### src/rtl/store_queue_pkg.sv
// Shared definitions for the store queue: entry payload layout and default depth.
package store_queue_pkg;

  localparam int unsigned SQ_DEPTH_DEF = 8;
  localparam int unsigned SQ_ADDR_W    = 32;
  localparam int unsigned SQ_DATA_W    = 32;
  localparam int unsigned SQ_BE_W      = 4;

  typedef struct packed {
    logic [SQ_ADDR_W-1:0] addr;
    logic [SQ_DATA_W-1:0] data;
    logic [SQ_BE_W-1:0]   be;
  } sq_entry_t;

endpackage

### src/rtl/store_queue.sv
// In-order store queue: stores enter uncommitted, are committed by the retire stage
// and drain from the head to the data cache; flush drops only uncommitted stores.
module store_queue
  import store_queue_pkg::*;
#(
  parameter int unsigned SQ_DEPTH = SQ_DEPTH_DEF,
  parameter int unsigned SQ_PTR_W = 3
) (
  input  logic        clk,
  input  logic        rst,
  input  logic        enq_valid,
  input  logic [31:0] enq_addr,
  input  logic [31:0] enq_data,
  input  logic [3:0]  enq_be,
  output logic        enq_ready,
  input  logic        fireStore,
  input  logic        flush,
  output logic        dc_req_valid,
  output logic [31:0] dc_req_addr,
  output logic [31:0] dc_req_data,
  output logic [3:0]  dc_req_be,
  input  logic        dc_req_ready,
  output logic        sq_empty,
  output logic        sq_commit_empty,
  output logic        sq_err
);

  localparam int unsigned PTR_W = SQ_PTR_W + 1;

  sq_entry_t        entries [SQ_DEPTH];
  sq_entry_t        head_entry;
  logic [PTR_W-1:0] head;
  logic [PTR_W-1:0] cmt;
  logic [PTR_W-1:0] tail;
  logic [PTR_W-1:0] cmt_next;
  logic             full;
  logic             commit_ok;
  logic             enq_fire;
  logic             pop;

  // Handshake and status decode; outputs are forced idle while reset is held.
  always_comb begin
    full            = (tail - head) == PTR_W'(SQ_DEPTH);
    commit_ok       = fireStore && (tail != cmt);
    cmt_next        = cmt + PTR_W'(commit_ok);
    enq_ready       = !rst && !full && !flush;
    enq_fire        = enq_valid && enq_ready;
    dc_req_valid    = !rst && (cmt != head);
    pop             = dc_req_valid && dc_req_ready;
    sq_empty        = rst || (tail == head);
    sq_commit_empty = rst || (cmt == head);
    head_entry      = entries[head[SQ_PTR_W-1:0]];
    dc_req_addr     = head_entry.addr;
    dc_req_data     = head_entry.data;
    dc_req_be       = head_entry.be;
  end

  // Entry storage is never cleared; validity is carried only by the pointers.
  always_ff @(posedge clk) begin
    if (enq_fire) begin
      entries[tail[SQ_PTR_W-1:0]] <= '{addr: enq_addr, data: enq_data, be: enq_be};
    end
  end

  // Flush rewinds tail to the post-commit cmt so a store fired this cycle survives.
  always_ff @(posedge clk) begin
    if (rst) begin
      head   <= '0;
      cmt    <= '0;
      tail   <= '0;
      sq_err <= 1'b0;
    end else begin
      head <= head + PTR_W'(pop);
      cmt  <= cmt_next;
      if (flush) begin
        tail <= cmt_next;
      end else if (enq_fire) begin
        tail <= tail + PTR_W'(1);
      end
      if (fireStore && !commit_ok) begin
        sq_err <= 1'b1;
      end
    end
  end

endmodule

### config.mk
export PLATFORM = sky130hd
export DESIGN_NAME = store_queue
export DESIGN_NICKNAME = d
export VERILOG_FILES = /design/src/rtl/store_queue_pkg.sv /design/src/rtl/store_queue.sv
export SDC_FILE = /design/constraint.sdc
export NUM_CORES = 1
export LEC_CHECK = 0
export BUFFER_PORTS_ARGS = -buffer_cell sky130_fd_sc_hd__buf_2
export CORE_MARGIN = 1
export CORE_UTILIZATION = 54
export DETAILED_ROUTE_END_ITERATION = 16
export PLACE_DENSITY = 0.75
export SLEW_MARGIN = 5
export SYNTH_ARGS = -nofsm -noshare
export SYNTH_HDL_FRONTEND = slang
export SYNTH_SLANG_ARGS = --single-unit
### constraint.sdc
create_clock -name clk -period 10.15 [get_ports clk]
set_clock_uncertainty 0.1 [all_clocks]
set_input_delay 1.015 -clock clk [delete_from_list [all_inputs] [get_ports clk]]
set_output_delay 1.015 -clock clk [all_outputs]
set_load 0.005 [all_outputs]
==> results of run 1 <==
[state kept, by name, summed over array words and instances (netlist names)]
name,cells
cmt,4
entries,544
head,4
sq_err,1
tail,4
[worst max-delay path by stage]
stage | endpoint | depth (start not counted)
after CTS | dc_req_be[2] | 6
after global routing | dc_req_be[1] | 6
after global placement | dc_req_be[1] | 6
final | dc_req_be[2] | 6
after floorplan | entries[4][0] | 8
after detailed placement | dc_req_be[2] | 6
[layer usage]
metal | share of wire [%] | up-vias
li1 | - | 4444
met1 | 41 | 5241
met4 | 1.9 | 4
met3 | 6.0 | 59
met5 | 0.061 | -
met2 | 51 | 323
[cell type report]
cell class / instances / area (sq um) / area share, %
inverters: 8 / 31.3 / 0.129
repair buffers: 165 / 873 / 3.60
clock buffers: 76 / 1490 / 6.12
clock inverters: 22 / 201 / 0.830
flip-flops and latches: 557 / 16600 / 68.4
diodes: 3 / 7.51 / 0.0309
multi-input cells: 410 / 4420 / 18.2
well taps: 518 / 648 / 2.67
[cell usage after synthesis, types with 2 or more instances]
master / number
sky130_fd_sc_hd__buf_2: 16
sky130_fd_sc_hd__nor3_1: 5
sky130_fd_sc_hd__nand2_1: 206
sky130_fd_sc_hd__nor2_1: 8
sky130_fd_sc_hd__edfxtp_1: 544
sky130_fd_sc_hd__a21oi_1: 3
sky130_fd_sc_hd__mux4_2: 136
sky130_fd_sc_hd__nor2b_1: 5
sky130_fd_sc_hd__inv_1: 7
sky130_fd_sc_hd__xnor2_1: 7
sky130_fd_sc_hd__o21a_1: 2
sky130_fd_sc_hd__dfxtp_1: 13
sky130_fd_sc_hd__nor4_1: 3
sky130_fd_sc_hd__ha_1: 8
sky130_fd_sc_hd__nand3_1: 3
sky130_fd_sc_hd__xor2_1: 7
sky130_fd_sc_hd__clkbuf_1: 16
sky130_fd_sc_hd__buf_1: 17
[worst reg2reg max path, delay by kind of cell, from the launching register on]
kind,cells,cell delay [ps]
simple gates,2,770
compound gates,2,530
fa+ha+maj,1,370
buf+inv,2,1020
flops,1,1020
[power groups by stage]
stage               clock, mW  combinational, mW  sequential [mW]
detailed placement          0              0.400             2.62
finish                   1.91              0.391             2.57
floorplan                   0              0.269             2.62
CTS                      1.94              0.403             2.57
global placement            0              0.393             2.62
global route             2.02              0.433             2.57
[logic make-up (layout without fill, tap and decap cells)]
kind of cell               Yosys count  after routing  synth area share [%]
buffers and inverters               57            271                  1.10
xor gates and xnor gates            14             14                 0.578
muxes                              137            137                  14.5
DFF                                557            557                  78.3
other                                0              3                     0
AOI/OAI and AO/OA                   15             15                 0.637
and+or+nand+nor                    236            236                  4.44
adders and majority gates            8              8                 0.472
==> metrics.txt, run 1 <==
# TYPE chip_impl_metric gauge
chip_impl_metric{name="synth.net_count",unit=""} 1106
chip_impl_metric{name="clock_power_share",unit="%"} 39.2
chip_impl_metric{name="io_pins",unit=""} 147
chip_impl_metric{name="worst_slack",unit="ps"} 5360
chip_impl_metric{name="gate_count_post_synth",unit=""} 1024
chip_impl_metric{name="cts_max_path_buffers",unit=""} 3
chip_impl_metric{name="design.die.area",unit="sq um"} 40100
chip_impl_metric{name="clk_pin_slew",unit="ps"} 60
chip_impl_metric{name="stdcell_area",unit="sq um"} 24300
chip_impl_metric{name="final_number_of_hold_violating_endpoints",unit=""} 0
chip_impl_metric{name="cts_setup_buffers",unit=""} 0
chip_impl_info{name="synth_largest_area_cell",value="sky130_fd_sc_hd__edfxtp_1"} 1
chip_impl_metric{name="port_buffers",unit=""} 146
chip_impl_info{name="holdPathEnd",value="sq_err"} 1
chip_impl_metric{name="maximum_number_of_pins_on_one_net_before_global_route_repair",unit=""} 73
chip_impl_metric{name="p_sw_share",unit="%"} 20.7
chip_impl_metric{name="rrSetupSlack",unit="ps"} 5900
chip_impl_info{name="launch_point_of_the_worst_hold_path",value="sq_err"} 1
chip_impl_info{name="clock_root_buffer",value="sky130_fd_sc_hd__clkbuf_16"} 1
chip_impl_metric{name="internal_power",unit="mW"} 3.87
chip_impl_metric{name="delay_of_the_slowest_cell_on_the_worst_path",unit="ps"} 950
chip_impl_metric{name="final.fill_count",unit=""} 2631
chip_impl_metric{name="path_depth_of_the_worst_reg2reg_path",unit=""} 7
chip_impl_metric{name="pwr-share-seq",unit="%"} 52.8
chip_impl_info{name="outcome",value="finished clean"} 1
chip_impl_metric{name="timing.final.max_slew_violations",unit=""} 0
chip_impl_metric{name="synth-warning-count",unit=""} 0
chip_impl_metric{name="report.final.setup_viol",unit=""} 0
chip_impl_metric{name="max_cap_viol_count",unit=""} 0
chip_impl_metric{name="number_of_placed_instances_taps_included",unit=""} 1658
chip_impl_metric{name="detailroute.via_count",unit=""} 10071
chip_impl_info{name="timing.setup.critical_path_class",value="register to output port"} 1
chip_impl_metric{name="max_slew.worst_pin.slew",unit="ps"} 1050
chip_impl_metric{name="first_global_vias",unit=""} 10839
chip_impl_metric{name="drt_wl_total",unit="um"} 41000
chip_impl_info{name="critPathTopFamily",value="buffers and inverters"} 1
chip_impl_metric{name="crit_buf_inv",unit=""} 3
chip_impl_metric{name="estimated_wirelength_of_the_detail_placed_design",unit="um"} 21700
chip_impl_info{name="ys_dominant_reg_cell",value="sky130_fd_sc_hd__edfxtp_1"} 1
chip_impl_metric{name="gpl.final_weighted_congestion",unit=""} 0.755
chip_impl_info{name="worst_r2r_startpoint",value="head[2]"} 1
chip_impl_metric{name="grtUsageMet2",unit="%"} 34.9
chip_impl_metric{name="ctsHtreeMaxLevel",unit=""} 2
chip_impl_metric{name="floorplan.initialDensity",unit="%"} 54.9
chip_impl_metric{name="first_pass_grt_wire_length",unit="um"} 63400
chip_impl_metric{name="power_density",unit="nW/um^2"} 201
chip_impl_metric{name="pre_cts_ws",unit="ps"} 5800
chip_impl_metric{name="post_cts_resize_count",unit=""} 0
chip_impl_metric{name="wire_per_inst",unit="um"} 23.3
chip_impl_info{name="cpMaxStageDelayCell",value="sky130_fd_sc_hd__buf_4"} 1
chip_impl_metric{name="share_comb_of_total_power",unit="%"} 8.0
chip_impl_metric{name="hold_slack",unit="ps"} 367
chip_impl_info{name="mostFrequentLayoutCells",value="544 x sky130_fd_sc_hd__edfxtp_1, 206 x sky130_fd_sc_hd__nand2_1, 146 x sky130_fd_sc_hd__buf_2, 136 x sky130_fd_sc_hd__mux4_2, 55 x sky130_fd_sc_hd__clkbuf_16"} 1
chip_impl_metric{name="power_switching",unit="mW"} 1.01
chip_impl_metric{name="worst_ep_arrival_time",unit="ps"} 3670
chip_impl_metric{name="async_reset_ff_share",unit="%"} 0
chip_impl_metric{name="holdPathStages",unit=""} 2
chip_impl_metric{name="floorplan.core_area",unit="sq um"} 38600
chip_impl_metric{name="synth_cell_type_count",unit=""} 36
chip_impl_metric{name="drt_pre_antenna_iters",unit=""} 5
chip_impl_metric{name="drive_gt1_share",unit="%"} 31.3
chip_impl_metric{name="final_cell_count_no_fill",unit=""} 1759
chip_impl_info{name="crit_chain",value="buf_4 -> buf_4 -> mux4_2 -> nand2_1 -> nand2_1 -> buf_2"} 1
chip_impl_metric{name="layout_min_cycle_time",unit="ps"} 4790
chip_impl_metric{name="chipWidth",unit="um"} 200
chip_impl_metric{name="grt_use_met3",unit="%"} 3.66
chip_impl_metric{name="timing.fmax",unit="MHz"} 209
chip_impl_metric{name="fin_nets",unit=""} 1277
chip_impl_metric{name="clock_latency",unit="ps"} 570
chip_impl_metric{name="cts.sink_count",unit=""} 557
chip_impl_metric{name="cts-hold-fix-buffers",unit=""} 0
chip_impl_metric{name="gr-usage-met1",unit="%"} 29.1
chip_impl_metric{name="placement_rows",unit=""} 72
chip_impl_info{name="timing.critical_path.from",value="head[0]"} 1
chip_impl_metric{name="ir_worst_vdd",unit="mV"} 0.132
chip_impl_metric{name="timing.critical_path.required",unit="ps"} 9040
chip_impl_metric{name="syn_area",unit="sq um"} 21200
chip_impl_metric{name="cp_max_fo",unit=""} 52
chip_impl_metric{name="post-synth-top-area-fraction",unit="%"} 77.0
chip_impl_metric{name="layout-area-overhead-vs-synth",unit="%"} 14.5
chip_impl_metric{name="grt_antenna_before_repair",unit=""} 5
chip_impl_metric{name="drt_iter0_markers",unit=""} 934
chip_impl_metric{name="post-route-drc-count",unit=""} 0
chip_impl_info{name="rsz0062_at_grt",value="no"} 1
chip_impl_metric{name="power.leakage",unit="nW"} 8.02
chip_impl_metric{name="finalCoreUtilization",unit="%"} 62.8
chip_impl_metric{name="grt-ovfl-total",unit=""} 0
chip_impl_info{name="critPathLaunchType",value="register"} 1
chip_impl_info{name="worstHoldPathType",value="register to register"} 1
chip_impl_info{name="layout.cells.most_common",value="sky130_fd_sc_hd__edfxtp_1"} 1
chip_impl_metric{name="gr-usage-all-layers",unit="%"} 21.1
chip_impl_metric{name="fin_total_pwr",unit="mW"} 4.87
chip_impl_metric{name="overall_die_height",unit="um"} 200
chip_impl_info{name="endpoint_kind",value="output port"} 1
chip_impl_info{name="worst_r2r_endpoint",value="entries[5][16]"} 1
chip_impl_info{name="grt_most_used_layer",value="met2"} 1
chip_impl_metric{name="max-slew-margin-rel",unit="%"} 30.1
chip_impl_metric{name="yosys_register_bits",unit=""} 557
chip_impl_metric{name="synthesis.area_per_instance",unit="sq um"} 20.7
chip_impl_metric{name="final.setup.tns",unit="ps"} 0
chip_impl_metric{name="ant_nets",unit=""} 0
chip_impl_metric{name="post_dp_area",unit="sq um"} 22600
chip_impl_metric{name="numCtsBuffers",unit=""} 53
chip_impl_info{name="tritoncts",value="yes"} 1
chip_impl_metric{name="drt-vias-per-instance",unit=""} 5.73
chip_impl_metric{name="finalCritPeriodShare",unit="%"} 47.2
chip_impl_metric{name="synth_sequential_area_ratio",unit="%"} 78.3
chip_impl_info{name="synthTopCellsByArea",value="sky130_fd_sc_hd__edfxtp_1 77%, sky130_fd_sc_hd__mux4_2 14%, sky130_fd_sc_hd__nand2_1 3.6%"} 1
chip_impl_metric{name="synth_edf_count",unit=""} 544
Note: power is estimated with default switching activity, not from simulation.
==> run 2: changes to the inputs <==
Clock period 10.15 ns to 4 ns, I/O delays scaled along.
==> run 2 against run 1 <==
Worst hold slack got worse by 340 ps. Global-route usage increased by 0.58 points. Cell count rose by 4.1%. First-iteration DRC count rose by 3.9%. Sequential power rose to 2.5 times the previous value. Non-clock buffer count rose by 71. Setup slack worse by 4800 ps. Largest power group unchanged.
==> metrics.txt, run 2 (synthesized netlist as in run 1, its figures left out) <==
# TYPE chip_impl_metric gauge
chip_impl_metric{name="final.fill_count",unit=""} 2527
chip_impl_metric{name="fin_nets",unit=""} 1348
chip_impl_metric{name="worst_ep_arrival_time",unit="ps"} 2980
chip_impl_metric{name="post-route-drc-count",unit=""} 0
chip_impl_metric{name="path_depth_of_the_worst_reg2reg_path",unit=""} 7
chip_impl_info{name="tritoncts",value="yes"} 1
chip_impl_metric{name="power.leakage",unit="nW"} 8.34
chip_impl_metric{name="power_switching",unit="mW"} 2.62
chip_impl_metric{name="number_of_placed_instances_taps_included",unit=""} 1665
chip_impl_metric{name="maximum_number_of_pins_on_one_net_before_global_route_repair",unit=""} 140
chip_impl_metric{name="share_comb_of_total_power",unit="%"} 8.7
chip_impl_metric{name="ir_worst_vdd",unit="mV"} 0.335
chip_impl_info{name="critPathLaunchType",value="register"} 1
chip_impl_metric{name="max-slew-margin-rel",unit="%"} 34.7
chip_impl_metric{name="numCtsBuffers",unit=""} 53
chip_impl_metric{name="cts_setup_buffers",unit=""} 0
chip_impl_metric{name="floorplan.initialDensity",unit="%"} 54.9
chip_impl_metric{name="first_pass_grt_wire_length",unit="um"} 65000
chip_impl_metric{name="final_number_of_hold_violating_endpoints",unit=""} 0
chip_impl_metric{name="wire_per_inst",unit="um"} 23.2
chip_impl_metric{name="ant_nets",unit=""} 0
chip_impl_metric{name="chipWidth",unit="um"} 200
chip_impl_metric{name="design.die.area",unit="sq um"} 40100
chip_impl_metric{name="detailroute.via_count",unit=""} 10471
chip_impl_metric{name="max_reg_flops",unit=""} 544
chip_impl_info{name="mostFrequentLayoutCells",value="544 x sky130_fd_sc_hd__edfxtp_1, 206 x sky130_fd_sc_hd__nand2_1, 146 x sky130_fd_sc_hd__buf_2, 136 x sky130_fd_sc_hd__mux4_2, 64 x sky130_fd_sc_hd__dlygate4sd3_1"} 1
chip_impl_metric{name="clock_power_share",unit="%"} 38.4
chip_impl_metric{name="drt_iter0_markers",unit=""} 970
chip_impl_metric{name="timing.critical_path.required",unit="ps"} 3500
chip_impl_metric{name="placement_rows",unit=""} 72
chip_impl_metric{name="drive_gt1_share",unit="%"} 30.2
chip_impl_metric{name="drt-vias-per-instance",unit=""} 5.72
chip_impl_metric{name="clk_pin_slew",unit="ps"} 60
chip_impl_info{name="endpoint_kind",value="output port"} 1
chip_impl_metric{name="timing.final.max_slew_violations",unit=""} 0
chip_impl_metric{name="cp_max_fo",unit=""} 31
chip_impl_metric{name="power_density",unit="nW/um^2"} 491
chip_impl_info{name="worstHoldPathType",value="input pin to register"} 1
chip_impl_metric{name="final_cell_count_no_fill",unit=""} 1831
chip_impl_metric{name="cts_max_path_buffers",unit=""} 3
chip_impl_metric{name="holdPathStages",unit=""} 1
chip_impl_info{name="layout.cells.most_common",value="sky130_fd_sc_hd__edfxtp_1"} 1
chip_impl_metric{name="first_global_vias",unit=""} 10824
chip_impl_metric{name="clock_latency",unit="ps"} 590
chip_impl_metric{name="finalCritPeriodShare",unit="%"} 86.9
chip_impl_metric{name="max_slew.worst_pin.slew",unit="ps"} 980
chip_impl_metric{name="gpl.final_weighted_congestion",unit=""} 0.739
chip_impl_info{name="timing.setup.critical_path_class",value="register to output port"} 1
chip_impl_metric{name="gr-usage-all-layers",unit="%"} 21.7
chip_impl_metric{name="estimated_wirelength_of_the_detail_placed_design",unit="um"} 22600
chip_impl_metric{name="grt_antenna_before_repair",unit=""} 4
chip_impl_metric{name="io_pins",unit=""} 147
chip_impl_metric{name="layout-area-overhead-vs-synth",unit="%"} 18.7
chip_impl_metric{name="internal_power",unit="mW"} 9.73
chip_impl_metric{name="port_buffers",unit=""} 146
chip_impl_metric{name="cts.sink_count",unit=""} 557
chip_impl_info{name="rsz0062_at_grt",value="no"} 1
chip_impl_metric{name="fin_total_pwr",unit="mW"} 12.4
chip_impl_metric{name="drt_pre_antenna_iters",unit=""} 5
chip_impl_metric{name="floorplan.core_area",unit="sq um"} 38600
chip_impl_info{name="outcome",value="finished clean"} 1
chip_impl_metric{name="max_cap_viol_count",unit=""} 0
chip_impl_metric{name="pwr-share-seq",unit="%"} 52.9
chip_impl_metric{name="overall_die_height",unit="um"} 200
chip_impl_metric{name="grt-ovfl-total",unit=""} 0
chip_impl_metric{name="p_sw_share",unit="%"} 21.2
chip_impl_metric{name="report.final.setup_viol",unit=""} 0
chip_impl_metric{name="timing.fmax",unit="MHz"} 288
chip_impl_metric{name="ctsHtreeMaxLevel",unit=""} 2
chip_impl_info{name="clock_root_buffer",value="sky130_fd_sc_hd__clkbuf_16"} 1
chip_impl_metric{name="drt_wl_total",unit="um"} 42400
chip_impl_metric{name="layout_min_cycle_time",unit="ps"} 3480
==> run 2: changes by cell type in the layout (fill, tap and decap cells not counted), sizes merged <==
cell / delta
clkinvlp: +2
dlygate4sd3: +64
clkbuf: -6
buf: +7
clkinv: +6
bufinv: -1
==> run 2: power groups by stage <==
stage / Clock (mW) / Combinational, mW / Sequential [mW]
final: 4.75 / 1.07 / 6.53
after global routing: 5.05 / 1.18 / 6.54
after CTS: 4.84 / 1.09 / 6.53
after detailed placement: 0 / 1.04 / 6.66
after global placement: 0 / 1.02 / 6.65
after floorplan: 0 / 0.705 / 6.64
==> run 2: repair_timing <==
action                                 CTS  global route
endpoints found under the hold margin  505             0
hold buffers                            64             0
resized for setup                        0             0
==> run 2: critical path, cell delays in order (launching register included) <==
cell	delay [ps]
sky130_fd_sc_hd__dfxtp_4	370
sky130_fd_sc_hd__buf_4	500
sky130_fd_sc_hd__buf_4	570
sky130_fd_sc_hd__mux4_2	580
sky130_fd_sc_hd__nand2_1	90
sky130_fd_sc_hd__nand2_1	110
sky130_fd_sc_hd__buf_2	140
==> run 2: layout make-up <==
type,instances,area (sq um),area share [%]
multi-input combinational,410,4500,17.9
antenna,3,7.51,0.0298
clock buffer,70,1430,5.69
sequential,557,16600,66.0
timing repair buffer,236,1720,6.82
inverter,8,35.0,0.139
clock inverter,29,211,0.840
tap,518,648,2.58
==> run 2: worst paths after layout <==
| check | startpoint | end | slack, ps |
|---|---|---|---|
| worst max-delay path | head[0] | dc_req_data[18] | 520 |
| worst max register to register | tail[0] | entries[2][37] | 660 |
| worst min register to register | sq_err | sq_err | 390 |
| worst min-delay path | enq_be[1] | entries[2][1] | 20 |
==> run 2: routing by layer <==
| metal | vias up | global-route usage (%) | wire (um) |
|---|---|---|---|
| met5 | - | 0 | 27 |
| met4 | 4 | 5.74 | 854 |
| met3 | 64 | 4.54 | 2720 |
| met2 | 345 | 34.8 | 20900 |
| met1 | 5471 | 30.7 | 18000 |
| li1 | 4587 | - | - |
==> run 2: stage by stage <==
stage          setup WS, ps  hold WS (ps)  util (%)  TNS, ps  cell area [sq um]
2_1_floorplan          -326           360         -   -56920              21400
3_5_place_dp            702           378      59.2        0              22900
4_1_cts                 407         0.268      65.1        0              25200
6_report                524          22.5      65.1        0              25200
5_1_grt                 278          6.08      65.1        0              25200
3_3_place_gp            716           353      59.2        0              22900
